File: src/rtl/ili9488_init_seq.sv
// ILI9488 panel power-up sequencer.
// Pulses the panel hardware reset, waits for the controller to come up, then
// walks a small command ROM and hands bytes to a downstream transmitter
// through an sd/ready handshake. Inline millisecond delays in the ROM are
// honoured with cs released, so each command group is framed. When the END
// entry is reached, init_done rises and the bus mux hands the panel to the
// drawing path.
module ili9488_init_seq #(
  parameter int TICKS_PER_MS = 50000,
  parameter int RST_LOW_MS   = 10,
  parameter int RST_WAIT_MS  = 120
) (
  input  logic       clk,
  input  logic       rst_n,
  input  logic       ready,
  output logic [7:0] data_out,
  output logic       cs,
  output logic       dc,
  output logic       sd,
  output logic       lcd_rst_n,
  output logic       init_done
);

  typedef enum logic [2:0] {
    RST_LOW,
    RST_WAIT,
    FETCH,
    SEND,
    DELAY,
    DONE
  } state_t;

  localparam logic [31:0] TICK_LAST    = 32'(TICKS_PER_MS - 1);
  localparam logic [7:0]  RST_LOW_MS8  = 8'(RST_LOW_MS);
  localparam logic [7:0]  RST_WAIT_MS8 = 8'(RST_WAIT_MS);
  localparam logic [5:0]  PTR_LAST     = 6'd63;

  // Entry layout: [9:8] type (00 CMD, 01 DATA, 10 DELAY ms, 11 END), [7:0] value.
  function automatic logic [9:0] rom_entry(input logic [5:0] addr);
    logic [9:0] e;
    case (addr)
      6'd0:    e = 10'h001;  // CMD  01 software reset
      6'd1:    e = 10'h278;  // DELAY 120 ms
      6'd2:    e = 10'h011;  // CMD  11 sleep out
      6'd3:    e = 10'h278;  // DELAY 120 ms
      6'd4:    e = 10'h03A;  // CMD  3A pixel format
      6'd5:    e = 10'h155;  // DATA 55 16 bpp
      6'd6:    e = 10'h036;  // CMD  36 memory access control
      6'd7:    e = 10'h148;  // DATA 48
      6'd8:    e = 10'h029;  // CMD  29 display on
      6'd9:    e = 10'h214;  // DELAY 20 ms
      default: e = 10'h300;  // END
    endcase
    return e;
  endfunction

  // A wait of zero milliseconds still occupies exactly one cycle.
  function automatic logic ms_expired(input logic [7:0] target,
                                      input logic [7:0] ms,
                                      input logic       tick_wrap);
    return (target == 8'd0) || (tick_wrap && (ms == target - 8'd1));
  endfunction

  state_t      state_q, state_d;
  logic [5:0]  ptr_q, ptr_d;
  logic [31:0] tick_q, tick_d;
  logic [7:0]  ms_q, ms_d;
  logic [7:0]  val_q, val_d;
  logic [7:0]  data_q, data_d;
  logic        dc_q, dc_d;
  logic        sd_q, sd_d;
  logic        cs_q, cs_d;
  logic        lrst_q, lrst_d;
  logic        done_q, done_d;

  logic [9:0]  rom_w;
  logic        tick_wrap;
  logic [31:0] tick_adv;
  logic [7:0]  ms_adv;

  assign rom_w     = rom_entry(ptr_q);
  assign tick_wrap = (tick_q == TICK_LAST);
  assign tick_adv  = tick_wrap ? 32'd0 : tick_q + 32'd1;
  assign ms_adv    = tick_wrap ? ms_q + 8'd1 : ms_q;

  // Next-state logic; output values are computed for the state being entered
  // so that the registered outputs line up with that state.
  always_comb begin
    state_d = state_q;
    ptr_d   = ptr_q;
    tick_d  = tick_q;
    ms_d    = ms_q;
    val_d   = val_q;
    data_d  = data_q;
    dc_d    = dc_q;
    sd_d    = 1'b0;
    cs_d    = 1'b1;
    lrst_d  = 1'b1;
    done_d  = 1'b0;
    unique case (state_q)
      RST_LOW: begin
        lrst_d = 1'b0;
        if (ms_expired(RST_LOW_MS8, ms_q, tick_wrap)) begin
          state_d = RST_WAIT;
          tick_d  = 32'd0;
          ms_d    = 8'd0;
          lrst_d  = 1'b1;
        end else begin
          tick_d = tick_adv;
          ms_d   = ms_adv;
        end
      end
      RST_WAIT: begin
        if (ms_expired(RST_WAIT_MS8, ms_q, tick_wrap)) begin
          state_d = FETCH;
          ptr_d   = 6'd0;
          tick_d  = 32'd0;
          ms_d    = 8'd0;
        end else begin
          tick_d = tick_adv;
          ms_d   = ms_adv;
        end
      end
      FETCH: begin
        val_d = rom_w[7:0];
        unique case (rom_w[9:8])
          2'b00, 2'b01: begin
            state_d = SEND;
            sd_d    = 1'b1;
            cs_d    = 1'b0;
            dc_d    = rom_w[8];
            data_d  = rom_w[7:0];
          end
          2'b10: begin
            state_d = DELAY;
            tick_d  = 32'd0;
            ms_d    = 8'd0;
          end
          default: begin
            state_d = DONE;
            done_d  = 1'b1;
          end
        endcase
      end
      SEND: begin
        if (ready) begin
          if (ptr_q == PTR_LAST) begin
            state_d = DONE;
            done_d  = 1'b1;
          end else begin
            state_d = FETCH;
            ptr_d   = ptr_q + 6'd1;
          end
        end else begin
          sd_d = 1'b1;
          cs_d = 1'b0;
        end
      end
      DELAY: begin
        if (ms_expired(val_q, ms_q, tick_wrap)) begin
          tick_d = 32'd0;
          ms_d   = 8'd0;
          if (ptr_q == PTR_LAST) begin
            state_d = DONE;
            done_d  = 1'b1;
          end else begin
            state_d = FETCH;
            ptr_d   = ptr_q + 6'd1;
          end
        end else begin
          tick_d = tick_adv;
          ms_d   = ms_adv;
        end
      end
      DONE: begin
        done_d = 1'b1;
      end
      default: begin
        state_d = RST_LOW;
        lrst_d  = 1'b0;
      end
    endcase
  end

  // Sequencer state, ROM pointer and delay counters.
  always_ff @(posedge clk or negedge rst_n) begin
    if (!rst_n) begin
      state_q <= RST_LOW;
      ptr_q   <= 6'd0;
      tick_q  <= 32'd0;
      ms_q    <= 8'd0;
      val_q   <= 8'd0;
    end else begin
      state_q <= state_d;
      ptr_q   <= ptr_d;
      tick_q  <= tick_d;
      ms_q    <= ms_d;
      val_q   <= val_d;
    end
  end

  // Registered panel-side outputs.
  always_ff @(posedge clk or negedge rst_n) begin
    if (!rst_n) begin
      data_q <= 8'h00;
      dc_q   <= 1'b0;
      sd_q   <= 1'b0;
      cs_q   <= 1'b1;
      lrst_q <= 1'b0;
      done_q <= 1'b0;
    end else begin
      data_q <= data_d;
      dc_q   <= dc_d;
      sd_q   <= sd_d;
      cs_q   <= cs_d;
      lrst_q <= lrst_d;
      done_q <= done_d;
    end
  end

  assign data_out  = data_q;
  assign dc        = dc_q;
  assign sd        = sd_q;
  assign cs        = cs_q;
  assign lcd_rst_n = lrst_q;
  assign init_done = done_q;

endmodule

File: config.mk
export PLATFORM = sky130hd
export DESIGN_NAME = ili9488_init_seq
export DESIGN_NICKNAME = d
export VERILOG_FILES = /design/src/rtl/ili9488_init_seq.sv
export SDC_FILE = /design/constraint.sdc
export NUM_CORES = 1
export LEC_CHECK = 0
export CORE_ASPECT_RATIO = 1.25
export CORE_UTILIZATION = 40
export CTS_CLUSTER_SIZE = 25
export DETAILED_ROUTE_END_ITERATION = 8
export GPL_TIMING_DRIVEN = 0
export SLEW_MARGIN = 25
export SYNTH_ARGS = -nofsm -noshare
export SYNTH_HDL_FRONTEND = slang
export SYNTH_SLANG_ARGS = --single-unit
File: constraint.sdc
create_clock -name clk -period 2.7 [get_ports clk]
set_input_delay 0.54 -clock clk [delete_from_list [all_inputs] [get_ports clk]]
set_output_delay 0.54 -clock clk [all_outputs]
set_load 0.01 [all_outputs]
Yosys cells after proc, flatten, opt, wreduce, memory -nomap -nowiden. Memories as Yosys holds them, arrays and structs flattened. Index checks and enable logic that the tools add are counted.

Logic and storage cells: 89. Bits in read-only memories: 144. Memories: 1. Flip-flop bits (word level): 70. Bits of input ports: 3.

Memories: (name not given) (depth 16, width 9, read ports 1, clocked after Yosys merged registers in 0, wr ports 0, RTL line 41) `case (addr)`.

Reduce and logical (&&, ||, !) cells: 17. Muxes and demuxes: 38. Bitwise logic cells: 1. Add/sub/neg operators: 4. Eq/ne operators: 17.

Operators by type and width (count): 2-to-1 mux 32 bit (5); case mux 32 bit (4 select lines) (1); 2-to-1 mux 8 bit (5); adder 32 x 1 -> 32 bit (second input constant) (1); equality test 32 x 16 -> 1 bit (second input constant) (1); case mux 8 bit (4 select lines) (1); 2-to-1 mux 6 bit (4); case mux 3 bit (6 select lines) (1); case mux 6 bit (3 select lines) (1); 2-to-1 mux 3 bit (5); 2-to-1 mux 10 bit (1); != test 2 bit (second input constant) (5); 2-to-1 mux 1 bit (9); adder 8 x 1 -> 8 bit (second input constant) (1); equality test 8 x 4 -> 1 bit (second input constant) (1); equality test 8 x 7 -> 1 bit (second input constant) (1); equality test 8 bit (1); logical NOT 8 bit (1); subtractor 8 x 1 -> 8 bit (second input constant) (1); adder 6 x 1 -> 6 bit (second input constant) (1); equality test 3 x 2 -> 1 bit (second input constant) (2); equality test 3 bit (second input constant) (2); equality test 6 bit (second input constant) (1); case mux 1 bit (2 select lines) (3); other kinds (18) (22).

Depth between registers and ports, before layout.
Depth in word-level cells: 6. Gate-level depth with buffers: 11. Gate-level depth less buffers: 9.

Worst setup path after synthesis. Ideal clock, no wire load.

Path type: flip-flop to flip-flop. Start point: reg tick_q[0]. End point: reg state_q[0]. Buffers on the path: 1. Data arrival time: 2431 ps. Stages on the path, launching flop included: 9. Data required time: 2575 ps. Slack: 144 ps. Library setup time: 125 ps. Cell sequence: dfrtp_1 -> ha_1 -> nand3_2 -> or2_0 -> buf_2 -> or3_4 -> o31ai_4 -> or4b_4 -> mux2_4.

Cells in the longest elaborated chain, start to end: 5. Elaborated cells between the ends (all ways): 9. Classes of those cells: eq/ne (4); reduce/logical (5).

Ends and longest elaborated chain: start: declaration (RTL line 66) `logic [31:0] tick_q, tick_d;`; start signal: assignment (RTL line 196) `tick_q <= tick_d;`; equality test 32 x 16 -> 1 bit (*) (RTL line 82) `assign tick_wrap = (tick_q == TICK_LAST);`; logical AND 1 bit (RTL line 61) `return (target == 8'd0) || (tick_wrap && (ms == target - 8'd1));`; logical OR 1 bit (RTL line 61); != test 2 bit (no line); AND reduction 5 bit (no line) (*); end signal: assignment (RTL line 194) `state_q <= state_d;`; end: declaration (RTL line 64) `state_t state_q, state_d;`.

Every way passes the cells marked *; elsewhere a longest branch is shown, timed or not. A chain may end at the register's enable or synchronous reset.

Worst setup path after layout.
Start point: reg tick_q[7]. End point: reg state_q[0].

The elaborated chain is that of the path after synthesis.

==> impl_results.md <==
* Crit-path cells: nor4_2 > nand4_1 > buf_6 > or3_4 > o31ai_4 > or4b_4 > mux2_4
* Synthesized cell area at 4120 um2
* Mapped Cells at about 490
* Seq pwr share at 0.469
* Post-synth cell types at 59
* Row count at 41
* Leading area contributor after synthesis: dfrtp_1
* Vias per cell at ~5.6
* Average wire per standard cell at about 16 um
* DRC Markers at 0
* Die width at around 93 um
* Largest net degree at the start of global routing at 40
* Switching pwr at about 460 uW
* Final worst slack at -0.0779 ns
* Most numerous cell in the Yosys netlist: o21ai_0
* # setup viols final at 3
* CTS root buf: clkbuf_16
* RD Place Congestion at between 0.8 and 0.9
* Total CTS buffers at 9
* Top FF cell, synth: dfrtp_1
* Arrival time at the worst endpoint at ~3.0 ns
* Pwr dens at ~430 nW/um2
* Post-Syn Area per Cell at 8.45 um2
* GRT Util Overall at 0.208
* Power, Total at approximately 2200 uW
* Initial DRC count at ~260
* Gate power share at 0.013
* Worst Tran Pin Value at 0.652 ns
* GRT overflow at 0
* WL final at 10.6 mm
* Final Util at 0.499
* Fill cells at around 1000
* Vias in the first global route at between 3k and 4k
* Dpl ws at -0.511 ns
* Post-route antenna net violation count at 0
* Clk sinks at 68
* Crit Path Max Fanout at 6
* Clock slew seen by the registers of the worst setup and hold paths at roughly 0.06 ns
* Vias after detailed routing at ~3.7k
* Initial DRT Pass Iterations at 5
* Worst skew pair latency at ~0.34 ns
* Hold Violations, Final at 0
* Hold buffer count at cts at 0
* Fin crit share at 1.03
* F_max at about 360 MHz
* Pins Over Slew Limit at 0
* Initial antenna violation count at 0
* First-pass GRT wire length at roughly 17 mm
* HPWL Detailed at 7.45 mm
* Critical path launch point type: register
* Clock Power Share at 0.519
* CTS H-Tree Depth at 3
* Diodes inserted at 0
* Die area at ~11000 um2
* Switching share of power at 0.209
* Worst VDD drop at 271 uV
* Minimum clock period at roughly 2.8 ns
* Worst path slowest cell: or4b_4
* Int Power at about 1700 uW
* IO Port Bufs at 14
* Setup Skew at 0.00745 ns
* Top cell type's share of synthesized area at 0.407
* Top Ports at 16
* Crit path largest cell delay at approximately 0.51 ns
* Async SR Flop Fraction at 1.00
* Total of warnings raised by yosys at 0
* Unrepaired setup endpoints after global routing: yes
* Post-synth EDFFs at 0
* Worst setup EP type: register
* DIE HEIGHT at ~120 um
* CP required at ~3 ns
* WS Path Type: reg -> reg
* Post-synthesis sequential area ratio at 0.413
* MaxCap Viol Count at 0
* Max transition margin at 0.562
* Clock buffer depth at 2
* Failing checks: setup timing
* Worst hold slack at between 0.1 and 0.15 ns
* CTS tree: built
* Core area at roughly 10000 um2
* Layout cell share with drive strength beyond 1 at 0.154
* Pleak at 0.00206 uW
* Post-Syn Nets at between 500 and 600
* Hold Crit Class: in -> async
* Starting Density at 0.410
* Status: finished, violations left
* Top post-synthesis cells by area: dfrtp_1 (41%), o21ai_0 (9.0%), nand2_1 (5.0%)
* Layout area overhead at 21.6%
* Commonest cells in the synthesized netlist: o21ai_0 (74), dfrtp_1 (67), nand2_1 (55), nor2_1 (34), nand3_1 (21)
* Synthesized flop and latch total at roughly 70
* # nets final at approximately 540
critical path: cells and delay by family, from the launching register on:
family	cells	cell delay, ns
DFF	1	0.45
buffers and inverters	1	0.16
muxes	1	0.31
and+or+nand+nor	4	1.42
AOI/OAI and AO/OA	1	0.30
power by group through the flow:
stage	registers [uW]	clock network [uW]	logic (uW)
floorplan	1040	0	1.68
global placement	1040	0	26.6
detailed placement	1040	0	29.5
CTS	1020	1150	29.7
global route	1020	1210	33.0
finish	1020	1130	27.5
final cells by class:
| cell class | count | area (um2) | area share |
|---|---|---|---|
| plain buffers | 27 | 138 | 0.0275 |
| clock buffers | 13 | 270 | 0.0539 |
| clock inverters | 3 | 20.0 | 0.00399 |
| flip-flops and latches | 68 | 1710 | 0.341 |
| well taps | 129 | 161 | 0.0322 |
| inverters | 14 | 52.6 | 0.0105 |
| multi-input cells | 379 | 2390 | 0.476 |
| repair buffers | 30 | 274 | 0.0547 |
cells in the final DEF, fill, tap and decap left out, drive strengths merged, types with 7 or more instances in the layout:
cell type      count
nor2              35
and3               9
o21ai             75
nor2b              8
buf               26
and2              11
o31ai             21
a31oi             10
inv               14
clkbuf            31
ha                10
a21oi             20
nand2             56
dfrtp             67
xor2               7
nand4             11
nand3             22
clkdlybuf4s50     13
nor4              11
nor3              14
sequential cells by signal, indices dropped and copies added, names as in the netlist:
name	count
tick_q	32
ms_q	8
data_out	7
val_q	7
ptr_q	6
state_q	3
cs	1
dc	1
init_done	1
lcd_rst_n	1
sd	1
metrics by stage:
stage	cell area [um2]	instances	TNS, ns
3_3_place_gp	4430	631	-100.25
4_1_cts	4820	652	-0.0119
6_report	5010	663	-0.140
2_1_floorplan	4120	488	0
3_5_place_dp	4440	632	-11.59
5_1_grt	5010	663	-0.600
metal layers:
metal	routed length, um	part of all wire	up-vias	GRT usage
met5	0	0	-	0
met2	5560	0.53	61	0.371
met3	333	0.032	17	0.0453
met1	4490	0.43	1801	0.235
met4	180	0.017	0	0.102
li1	-	-	1853	-
repair_timing:
action,4_1_cts,5_1_grt
gates resized for setup,17,35
buffers inserted,4,11
pin swaps,3,13
endpoints found under the setup margin,44,43
worst paths after layout:
path	startpoint	to	slack, ns	depth (start not counted)
worst max-delay path	tick_q[7]	state_q[0]	-0.08	7
worst min-delay path	rst_n	tick_q[13]	0.13	1
worst max register to register	tick_q[7]	state_q[0]	-0.08	7
worst min register to register	data_out[6]	data_out[6]	0.48	2
max in group asynchronous	rst_n	data_out[0]	2.02	2
min in group clk	data_out[6]	data_out[6]	0.48	2
logic make-up after synthesis:
family / synth area share
xor gates and xnor gates: 0.0255
and+or+nand+nor: 0.258
other: 0.000909
AOI/OAI and AO/OA: 0.214
buffers and inverters: 0.0410
muxes: 0.0173
DFF: 0.413
adders and majority gates: 0.0303
No activity file was read; power rests on OpenSTA's default activity.
